`config.mk`:
```
export PLATFORM = sky130hd
export DESIGN_NAME = commit_unit
export DESIGN_NICKNAME = d
export VERILOG_FILES = /design/src/rtl/commit_unit_pkg.sv /design/src/rtl/commit_unit.sv
export SDC_FILE = /design/constraint.sdc
export NUM_CORES = 1
export LEC_CHECK = 0
export BUFFER_PORTS_ARGS = -buffer_cell sky130_fd_sc_hd__buf_4
export CORE_MARGIN = 5
export CORE_UTILIZATION = 35
export CTS_CLUSTER_DIAMETER = 120
export DETAILED_ROUTE_END_ITERATION = 8
export SLEW_MARGIN = 20
export SYNTH_ARGS = -nofsm -noshare
export SYNTH_HDL_FRONTEND = slang
export SYNTH_SLANG_ARGS = --single-unit
```
`constraint.sdc`:
```
create_clock -name clk -period 5.9 [get_ports clk]
set_clock_uncertainty 0.2 [all_clocks]
set_input_delay 0.885 -clock clk [delete_from_list [all_inputs] [get_ports clk]]
set_output_delay 0.885 -clock clk [all_outputs]
set_load 0.005 [all_outputs]
```
`src/rtl/commit_unit_pkg.sv`:
```
// commit_unit_pkg: definitions shared by the commit unit, the ROB and the decoder.
//   - ROB_IDX_W / XLEN defaults
//   - branch-tag encoding carried with every ROB entry
//   - commit FSM state encoding
//   - small helpers that classify a retiring entry
package commit_unit_pkg;

  localparam int ROB_IDX_W_DEF = 5;
  localparam int XLEN_DEF      = 32;

  // Entry kind tags as produced by the decoder.
  localparam logic [1:0] TAG_ALU = 2'b00;  // ALU op or load
  localparam logic [1:0] TAG_BR  = 2'b01;  // conditional branch
  localparam logic [1:0] TAG_JMP = 2'b10;  // jump (writes link register)
  localparam logic [1:0] TAG_ST  = 2'b11;  // store

  typedef enum logic [1:0] {
    S_IDLE    = 2'd0,
    S_ST_WAIT = 2'd1,
    S_FLUSH   = 2'd2
  } commit_state_e;

  // A retiring entry writes the regfile only for ALU/load and jump kinds,
  // and never when the destination is x0.
  function automatic logic rf_write(input logic [1:0] tag, input logic [4:0] regaddr);
    return ((tag == TAG_ALU) || (tag == TAG_JMP)) && (regaddr != 5'd0);
  endfunction

  // Only control-flow entries can trigger a redirect; cond is meaningless
  // for the other kinds.
  function automatic logic mispredict(input logic [1:0] tag, input logic cond);
    return ((tag == TAG_BR) || (tag == TAG_JMP)) && cond;
  endfunction

endpackage

```
`src/rtl/commit_unit.sv`:
```
// commit_unit: retires the ROB head in program order.
//   ROB side      : commit_en_i / commit_*_i describe the head entry,
//                   commit_rdy_o pops it (combinational, same cycle).
//   Regfile side  : rf_we_o / rf_waddr_o / rf_wdata_o / rf_wid_o, one-cycle
//                   write pulse the cycle after a retire.
//   Store unit    : st_req_o / st_id_o held until st_done_i pulses.
//   Fetch / core  : flush_o (one-cycle, drives rst_c) with redirect_pc_o.
//   Stats         : retired_cnt_o counts pops, wraps modulo 2^32.
//   Control       : clk, rst_n (synchronous, active-low), rdy (global hold).
module commit_unit
  import commit_unit_pkg::*;
#(
  parameter int ROB_IDX_W = ROB_IDX_W_DEF,
  parameter int XLEN      = XLEN_DEF
) (
  input  logic                 clk,
  input  logic                 rst_n,
  input  logic                 rdy,
  // ROB head
  input  logic                 commit_en_i,
  input  logic [ROB_IDX_W-1:0] commit_id_i,
  input  logic [4:0]           commit_regaddr_i,
  input  logic [XLEN-1:0]      commit_data_i,
  input  logic [XLEN-1:0]      commit_pc_i,
  input  logic [1:0]           commit_branch_tag_i,
  input  logic                 commit_cond_i,
  output logic                 commit_rdy_o,
  // register file
  output logic                 rf_we_o,
  output logic [4:0]           rf_waddr_o,
  output logic [XLEN-1:0]      rf_wdata_o,
  output logic [ROB_IDX_W-1:0] rf_wid_o,
  // store unit
  output logic                 st_req_o,
  output logic [ROB_IDX_W-1:0] st_id_o,
  input  logic                 st_done_i,
  // flush / redirect
  output logic                 flush_o,
  output logic [XLEN-1:0]      redirect_pc_o,
  // statistics
  output logic [31:0]          retired_cnt_o
);

  commit_state_e        r_state;
  logic                 r_rf_we;
  logic [4:0]           r_rf_waddr;
  logic [XLEN-1:0]      r_rf_wdata;
  logic [ROB_IDX_W-1:0] r_rf_wid;
  logic                 r_st_req;
  logic [ROB_IDX_W-1:0] r_st_id;
  logic                 r_flush;
  logic [XLEN-1:0]      r_redirect_pc;
  logic [31:0]          r_retired_cnt;

  logic                 w_commit_rdy;
  logic                 w_is_store;

  assign w_is_store = (commit_branch_tag_i == TAG_ST);

  // Pop the ROB head: non-store entries retire immediately in IDLE; a store
  // retires only when the store unit reports completion. Nothing pops in
  // FLUSH since the ROB is being cleared, nor while held or in reset.
  always_comb begin
    w_commit_rdy = 1'b0;
    if (rst_n && rdy) begin
      case (r_state)
        S_IDLE:    w_commit_rdy = commit_en_i && !w_is_store;
        S_ST_WAIT: w_commit_rdy = st_done_i;
        default:   w_commit_rdy = 1'b0;
      endcase
    end
  end

  always_ff @(posedge clk) begin
    if (!rst_n) begin
      r_state       <= S_IDLE;
      r_rf_we       <= 1'b0;
      r_rf_waddr    <= '0;
      r_rf_wdata    <= '0;
      r_rf_wid      <= '0;
      r_st_req      <= 1'b0;
      r_st_id       <= '0;
      r_flush       <= 1'b0;
      r_redirect_pc <= '0;
      r_retired_cnt <= '0;
    end else if (rdy) begin
      // write-enable and flush are single-cycle pulses
      r_rf_we <= 1'b0;
      r_flush <= 1'b0;
      case (r_state)
        S_IDLE: begin
          if (commit_en_i) begin
            if (w_is_store) begin
              r_st_req <= 1'b1;
              r_st_id  <= commit_id_i;
              r_state  <= S_ST_WAIT;
            end else begin
              r_rf_we    <= rf_write(commit_branch_tag_i, commit_regaddr_i);
              r_rf_waddr <= commit_regaddr_i;
              r_rf_wdata <= commit_data_i;
              r_rf_wid   <= commit_id_i;
              // the link write of a mispredicted jump still happens above
              if (mispredict(commit_branch_tag_i, commit_cond_i)) begin
                r_flush       <= 1'b1;
                r_redirect_pc <= commit_pc_i;
                r_state       <= S_FLUSH;
              end
            end
          end
        end
        S_ST_WAIT: begin
          if (st_done_i) begin
            r_st_req <= 1'b0;
            r_state  <= S_IDLE;
          end
        end
        S_FLUSH: r_state <= S_IDLE;
        default: r_state <= S_IDLE;
      endcase
      if (w_commit_rdy) r_retired_cnt <= r_retired_cnt + 32'd1;
    end
  end

  assign commit_rdy_o  = w_commit_rdy;
  assign rf_we_o       = r_rf_we;
  assign rf_waddr_o    = r_rf_waddr;
  assign rf_wdata_o    = r_rf_wdata;
  assign rf_wid_o      = r_rf_wid;
  assign st_req_o      = r_st_req;
  assign st_id_o       = r_st_id;
  assign flush_o       = r_flush;
  assign redirect_pc_o = r_redirect_pc;
  assign retired_cnt_o = r_retired_cnt;

endmodule

```
==> results.json, run 1 <==
{
  "status": "finished, final reports clean",
  "critPathTopFamily": "simple AND/OR/NAND/NOR gates",
  "crit_top_cell": "buf_4",
  "cts_hold_buffers": 0,
  "gp_congestion": 0.802,
  "num_io_pins": 197,
  "async_flop_share_pct": 0,
  "grt_max_degree": 64,
  "grtUsageMet3_pct": 5.67,
  "crit_buf_inv": 3,
  "min_delay_path_depth": 2,
  "ys_ff_latch": 116,
  "yosysWarnings": 0,
  "nNetsFinal": 835,
  "setup_tns_ps": 0,
  "numPlacedInstances": 906,
  "rsz0062_at_grt": "false",
  "power_frac_seq_pct": 39.1,
  "r2r_cells": 4,
  "drive_gt1_share_pct": 31.8,
  "portBuffers": 196,
  "r2r_slack_ps": 3470,
  "rr_endpoint": "rf_we_o",
  "critPathArrivalTime_ps": 2150,
  "rr_startpoint": "r_state[0]",
  "grt_use_met2_pct": 29.8,
  "finalSetupViolations": 0,
  "numCtsBuffers": 17,
  "min-delay-start": "rf_waddr_o[0]",
  "p_leak_nw": 2.78,
  "path_cells": "buf_4 > ha_1 > nor3b_4 > o21ai_1 > inv_1 > buf_4",
  "p_sw_uw": 444,
  "detailroute.via_count": 4670,
  "max_stage_delay_ps": 370,
  "grt_pass1_vias": 4380,
  "synth_ff_type": "dfxtp_1",
  "ir_drop_v": 0.000157,
  "wl_um": 14100,
  "crit_fanout": 8,
  "cts_buffer_depth": 2,
  "initial_core_util_pct": 35.5,
  "grt_use_met1_pct": 20.2,
  "syn_inst": 567,
  "intPower_mw": 1.64,
  "powerDensity_nw_per_um2": 302,
  "ant_nets": 0,
  "end_kind": "primary output",
  "syn_area_um2": 4660,
  "die_h_um": 125,
  "top_usage_layer": "met2",
  "cap_violations": 0,
  "route.detailed.drc": 0,
  "insertion_delay_ps": 410,
  "synth.area.top_cells": "dfxtp_1 (50%), nand2_1 (14%), a21oi_1 (11%)",
  "power_mw": 2.08,
  "drt_iter0_drc": 266,
  "clkSinkCount": 116,
  "rows": 42,
  "antenna_found_initial": 0,
  "finalCritPeriodShare_pct": 54.8,
  "crit_slowest_cell": "nor3b_4",
  "drv_slew": 0,
  "syn_to_final_growth_pct": 47.7,
  "p_clk_share_pct": 53.8,
  "yosys.area.top_type": "dfxtp_1",
  "period_needed_ps": 3230,
  "avgSynthCellArea_um2": 8.23,
  "die_x_um": 125,
  "h-tree-depth": 4,
  "ys_seq_area_share_pct": 49.8,
  "grt_pass1_wl_um": 22500,
  "wl_per_cell_um": 15.1,
  "grt.overflow.total": 0,
  "finalHoldViolations": 0,
  "cts_resized": 0,
  "core_um2": 13100,
  "yosysTopAreaCellShare_pct": 49.8,
  "switching_share_pct": 21.3,
  "clk_pin_slew_ps": 50,
  "instances_no_fill": 938,
  "worst_pin_slew_ps": 1010,
  "track_usage_pct": 17.5,
  "postCtsSetupBuffers": 0,
  "via_per_inst": 4.98,
  "min_path_type": "flop to flop",
  "p_comb_share_pct": 7.1,
  "first_pass_iters": 4,
  "cts_tree": "built",
  "min_to": "rf_waddr_o[0]",
  "required_ps": 4820,
  "antenna_cells": 0,
  "synth_cell_types": 42,
  "dp_hpwl_um": 10400,
  "slew_headroom_pct": 32.3,
  "startpoint_type": "input pin",
  "crit_type": "input pin to primary output",
  "synth_edf_count": 0,
  "max_clock_freq_ghz": 0.310,
  "dieArea_um2": 15700,
  "synth_nets": 653,
  "clockRootBuffer": "clkbuf_16"
}
==> area by class of cell <==
cell class / instances / area (µm²)
repair buffers: 200 / 1510
clock buffers: 19 / 443
multi-input cells: 404 / 2150
inverters: 10 / 38.8
fillers: 1312 / 6250
flip-flops and latches: 116 / 2320
well taps: 176 / 220
clock inverters: 13 / 206
==> flip-flops by register name, summed over array words and instances (netlist names) <==
name and cells:
retired_cnt_o 32, rf_wdata_o 32, st_id_o 5, flush_o 1
redirect_pc_o 32, rf_wid_o 5, rf_we_o 1, rf_waddr_o 5
st_req_o 1, r_state 2
==> how the worst max path moves through the flow <==
| stage | end | cells past startpoint | from | slack, ps |
|---|---|---|---|---|
| 2_1_floorplan | commit_rdy_o | 4 | commit_branch_tag_i[0] | 3090 |
| 3_3_place_gp | redirect_pc_o[30] | 6 | commit_branch_tag_i[0] | 2610 |
| 3_5_place_dp | rf_we_o | 6 | commit_branch_tag_i[0] | 2540 |
| 4_1_cts | commit_rdy_o | 6 | commit_branch_tag_i[0] | 2670 |
| 5_1_grt | commit_rdy_o | 6 | commit_branch_tag_i[0] | 2580 |
| 6_report | commit_rdy_o | 6 | commit_branch_tag_i[0] | 2670 |
==> cells in the mapped netlist, types with 6 or more instances <==
cell / n
o21ai_0: 9
inv_1: 10
nor2_1: 12
nand2_1: 168
or3_1: 7
nor4_1: 6
dfxtp_1: 116
a21oi_1: 98
clkbuf_1: 19
nand4_1: 9
nand2b_1: 9
mux2i_1: 10
o31ai_1: 14
nand3_1: 8
and4_1: 6
buf_2: 14
or4_1: 15
==> power by group through the flow <==
stage               Sequential [mW]  Combinational (mW)  Clock [mW]
CTS                           0.815               0.151        1.14
global placement              0.832               0.147           0
floorplan                     0.832              0.0581           0
finish                        0.815               0.148        1.12
detailed placement            0.832               0.150           0
global route                  0.818               0.163        1.18
==> worst min-delay path: stages, from the launching register on <==
cell and delay [ps]:
dfxtp_1 300, nand2_1 50, a21oi_1 50
==> placed cells by master, fill, tap and decap left out, types with 10 or more instances in the layout <==
cell type  Yosys  final
a21oi_1       98     98
buf_4          0    198
clkbuf_16      0     17
dfxtp_1      116    116
mux2i_1       10     10
nand2_1      168    168
nor2_1        12     11
o31ai_1       14     14
or4_1         15     15
==> metal layers <==
| layer | up-vias | wire length, µm |
|---|---|---|
| li1 | 2327 | - |
| met1 | 2177 | 5770 |
| met2 | 144 | 7060 |
| met3 | 22 | 999 |
| met4 | 0 | 318 |
| met5 | - | 0 |
==> logic make-up after synthesis <==
kind of cell / count (synthesis) / share of synthesized area, %
simple gates: 251 / 25.2
xor+xnor: 5 / 0.939
fa+ha+maj: 4 / 1.07
compound gates: 134 / 16.3
buf+inv: 47 / 4.48
flops: 116 / 49.8
mux: 10 / 2.15
==> metrics by stage <==
stage | util [%] | hold WS [ps] | setup slack [ps] | area (µm²)
final | 52.5 | 254 | 2670 | 6890
after global routing | 52.5 | 273 | 2580 | 6890
after CTS | 52.4 | 255 | 2670 | 6890
after detailed placement | 47.5 | 247 | 2540 | 6240
after global placement | 47.3 | 242 | 2610 | 6210
after floorplan | - | 253 | 3090 | 4660
No activity file was read; power rests on OpenSTA's default activity.
==> run 2: changes to the inputs <==
==> constraint.sdc (replaced) <==
create_clock -name clk -period 2.8 [get_ports clk]
set_clock_uncertainty 0.2 [all_clocks]
set_input_delay 0.42 -clock clk [delete_from_list [all_inputs] [get_ports clk]]
set_output_delay 0.42 -clock clk [all_outputs]
set_load 0.005 [all_outputs]
==> run 2 against run 1 <==
  * Via count is 0.71% lower
  * Worst hold slack worse by 190 ps
  * Final area is 0.22% lower
  * Clock power is 93% higher
  * Die area stayed put
  * Cell count is 0.75% higher
  * Sequential power is 110% higher
  * First-iteration DRC count is 14% lower
  * Global-route usage hardly changed
  * Flip-flop and latch count stayed put
  * Routed wire length is 0.59% lower
==> results.json, run 2 (synthesis gave the netlist of run 1 again) <==
{
  "cts_resized": 0,
  "wl_per_cell_um": 14.9,
  "drive_gt1_share_pct": 32.0,
  "dp_slack_ps": 341,
  "crit_slowest_cell": "o21ai_1",
  "final_common_cell": "buf_4",
  "status": "finished, final reports clean",
  "dp_hpwl_um": 10400,
  "min_path_type": "input pin to flop",
  "critPathTopFamily": "compound AO/OA/AOI/OAI gates",
  "fin_area_um2": 6880,
  "powerDensity_nw_per_um2": 610,
  "cts_tree": "built",
  "syn_to_final_growth_pct": 47.4,
  "num_io_pins": 197,
  "grt_pass1_wl_um": 22800,
  "gp_congestion": 0.782,
  "holdWs_ps": 60.4,
  "track_usage_pct": 17.6,
  "drv_slew": 0,
  "finalSetupViolations": 0,
  "end_kind": "primary output",
  "nNetsFinal": 842,
  "layout_common_cells": "buf_4 (207), nand2_1 (168), dfxtp_1 (116)",
  "initial_core_util_pct": 35.5,
  "worst_pin_slew_ps": 819,
  "multi_input_area_um2": 2150,
  "numCtsBuffers": 17,
  "grt_use_met1_pct": 19.7,
  "slew_headroom_pct": 45.2,
  "route.detailed.drc": 0,
  "clkSinkCount": 116,
  "startpoint_type": "flop",
  "regArea_um2": 2320,
  "finalHoldViolations": 0,
  "die_x_um": 125,
  "p_leak_nw": 2.79,
  "antenna_cells": 0,
  "die_h_um": 125,
  "first_pass_iters": 4,
  "fill_cells": 1263,
  "period_needed_ps": 2550,
  "clk_pin_slew_ps": 50,
  "grt_pass1_vias": 4553,
  "detailroute.via_count": 4637,
  "grt.overflow.total": 0,
  "crit_type": "flop to primary output",
  "ant_nets": 0,
  "insertion_delay_ps": 410,
  "crit_fanout": 8,
  "h-tree-depth": 4,
  "r2r_slack_ps": 420,
  "max_clock_freq_ghz": 0.393,
  "critPathArrivalTime_ps": 1930,
  "dieArea_um2": 15700,
  "via_per_inst": 4.91,
  "required_ps": 2180,
  "cts_buffer_depth": 2,
  "grtUsageMet3_pct": 5.84,
  "wl_um": 14100,
  "antenna_found_initial": 0,
  "power_mw": 4.20,
  "top_usage_layer": "met2",
  "grt_max_degree": 58,
  "portBuffers": 196,
  "path_cells": "and2_0 > o21ai_1 > inv_1 > buf_4",
  "ir_drop_v": 0.000349,
  "drt_iter0_drc": 228,
  "grt_use_met2_pct": 30.6,
  "postCtsSetupBuffers": 0,
  "rsz0062_at_grt": "false",
  "final.setup.worst_slack_ps": 254,
  "cap_violations": 0,
  "placed_area_um2": 6280,
  "finalCritPeriodShare_pct": 90.9,
  "rows": 42,
  "setup_tns_ps": 0,
  "cts_hold_buffers": 0,
  "max_stage_delay_ps": 570,
  "clockRootBuffer": "clkbuf_16",
  "crit_buf_inv": 2,
  "core_um2": 13100
}
==> run 2: path summary, 6_finish.rpt <==
check | endpoint | cells after the start | startpoint
min reg2reg | rf_wdata_o[20] | 2 | rf_wdata_o[20]
max | commit_rdy_o | 4 | r_state[0]
max reg2reg | retired_cnt_o[13] | 4 | r_state[0]
min | rf_wdata_o[7] | 3 | commit_data_i[7]
==> run 2: power by group <==
group	leakage, nW	internal [mW]	switching (mW)	total, mW
Sequential	0.940	1.69	0.0254	1.72
Clock	0.290	1.44	0.722	2.16
Combinational	1.56	0.166	0.152	0.318
==> run 2: cell type report <==
type / count / share of cell area (%)
flip-flops and latches: 116 / 33.8
multi-input cells: 404 / 31.2
repair buffers: 207 / 22.6
clock buffers: 22 / 6.75
well taps: 176 / 3.20
clock inverters: 10 / 1.89
inverters: 10 / 0.564
==> run 2: metrics by stage <==
stage / utilization (%) / instances
2_1_floorplan: - / 567
3_3_place_gp: 47.8 / 913
3_5_place_dp: 47.8 / 913
4_1_cts: 52.3 / 945
5_1_grt: 52.3 / 945
6_report: 52.3 / 945
==> run 2: routing by layer <==
layer  wire length [µm]  share of wire [%]
met5                  0                  0
met2               7320                 52
met3                949                6.7
met1               5550                 39
met4                238                1.7
==> run 2: tightest hold or removal path: stages <==
cell     delay, ps
buf_4          110
nand2_1         50
a21oi_1         50
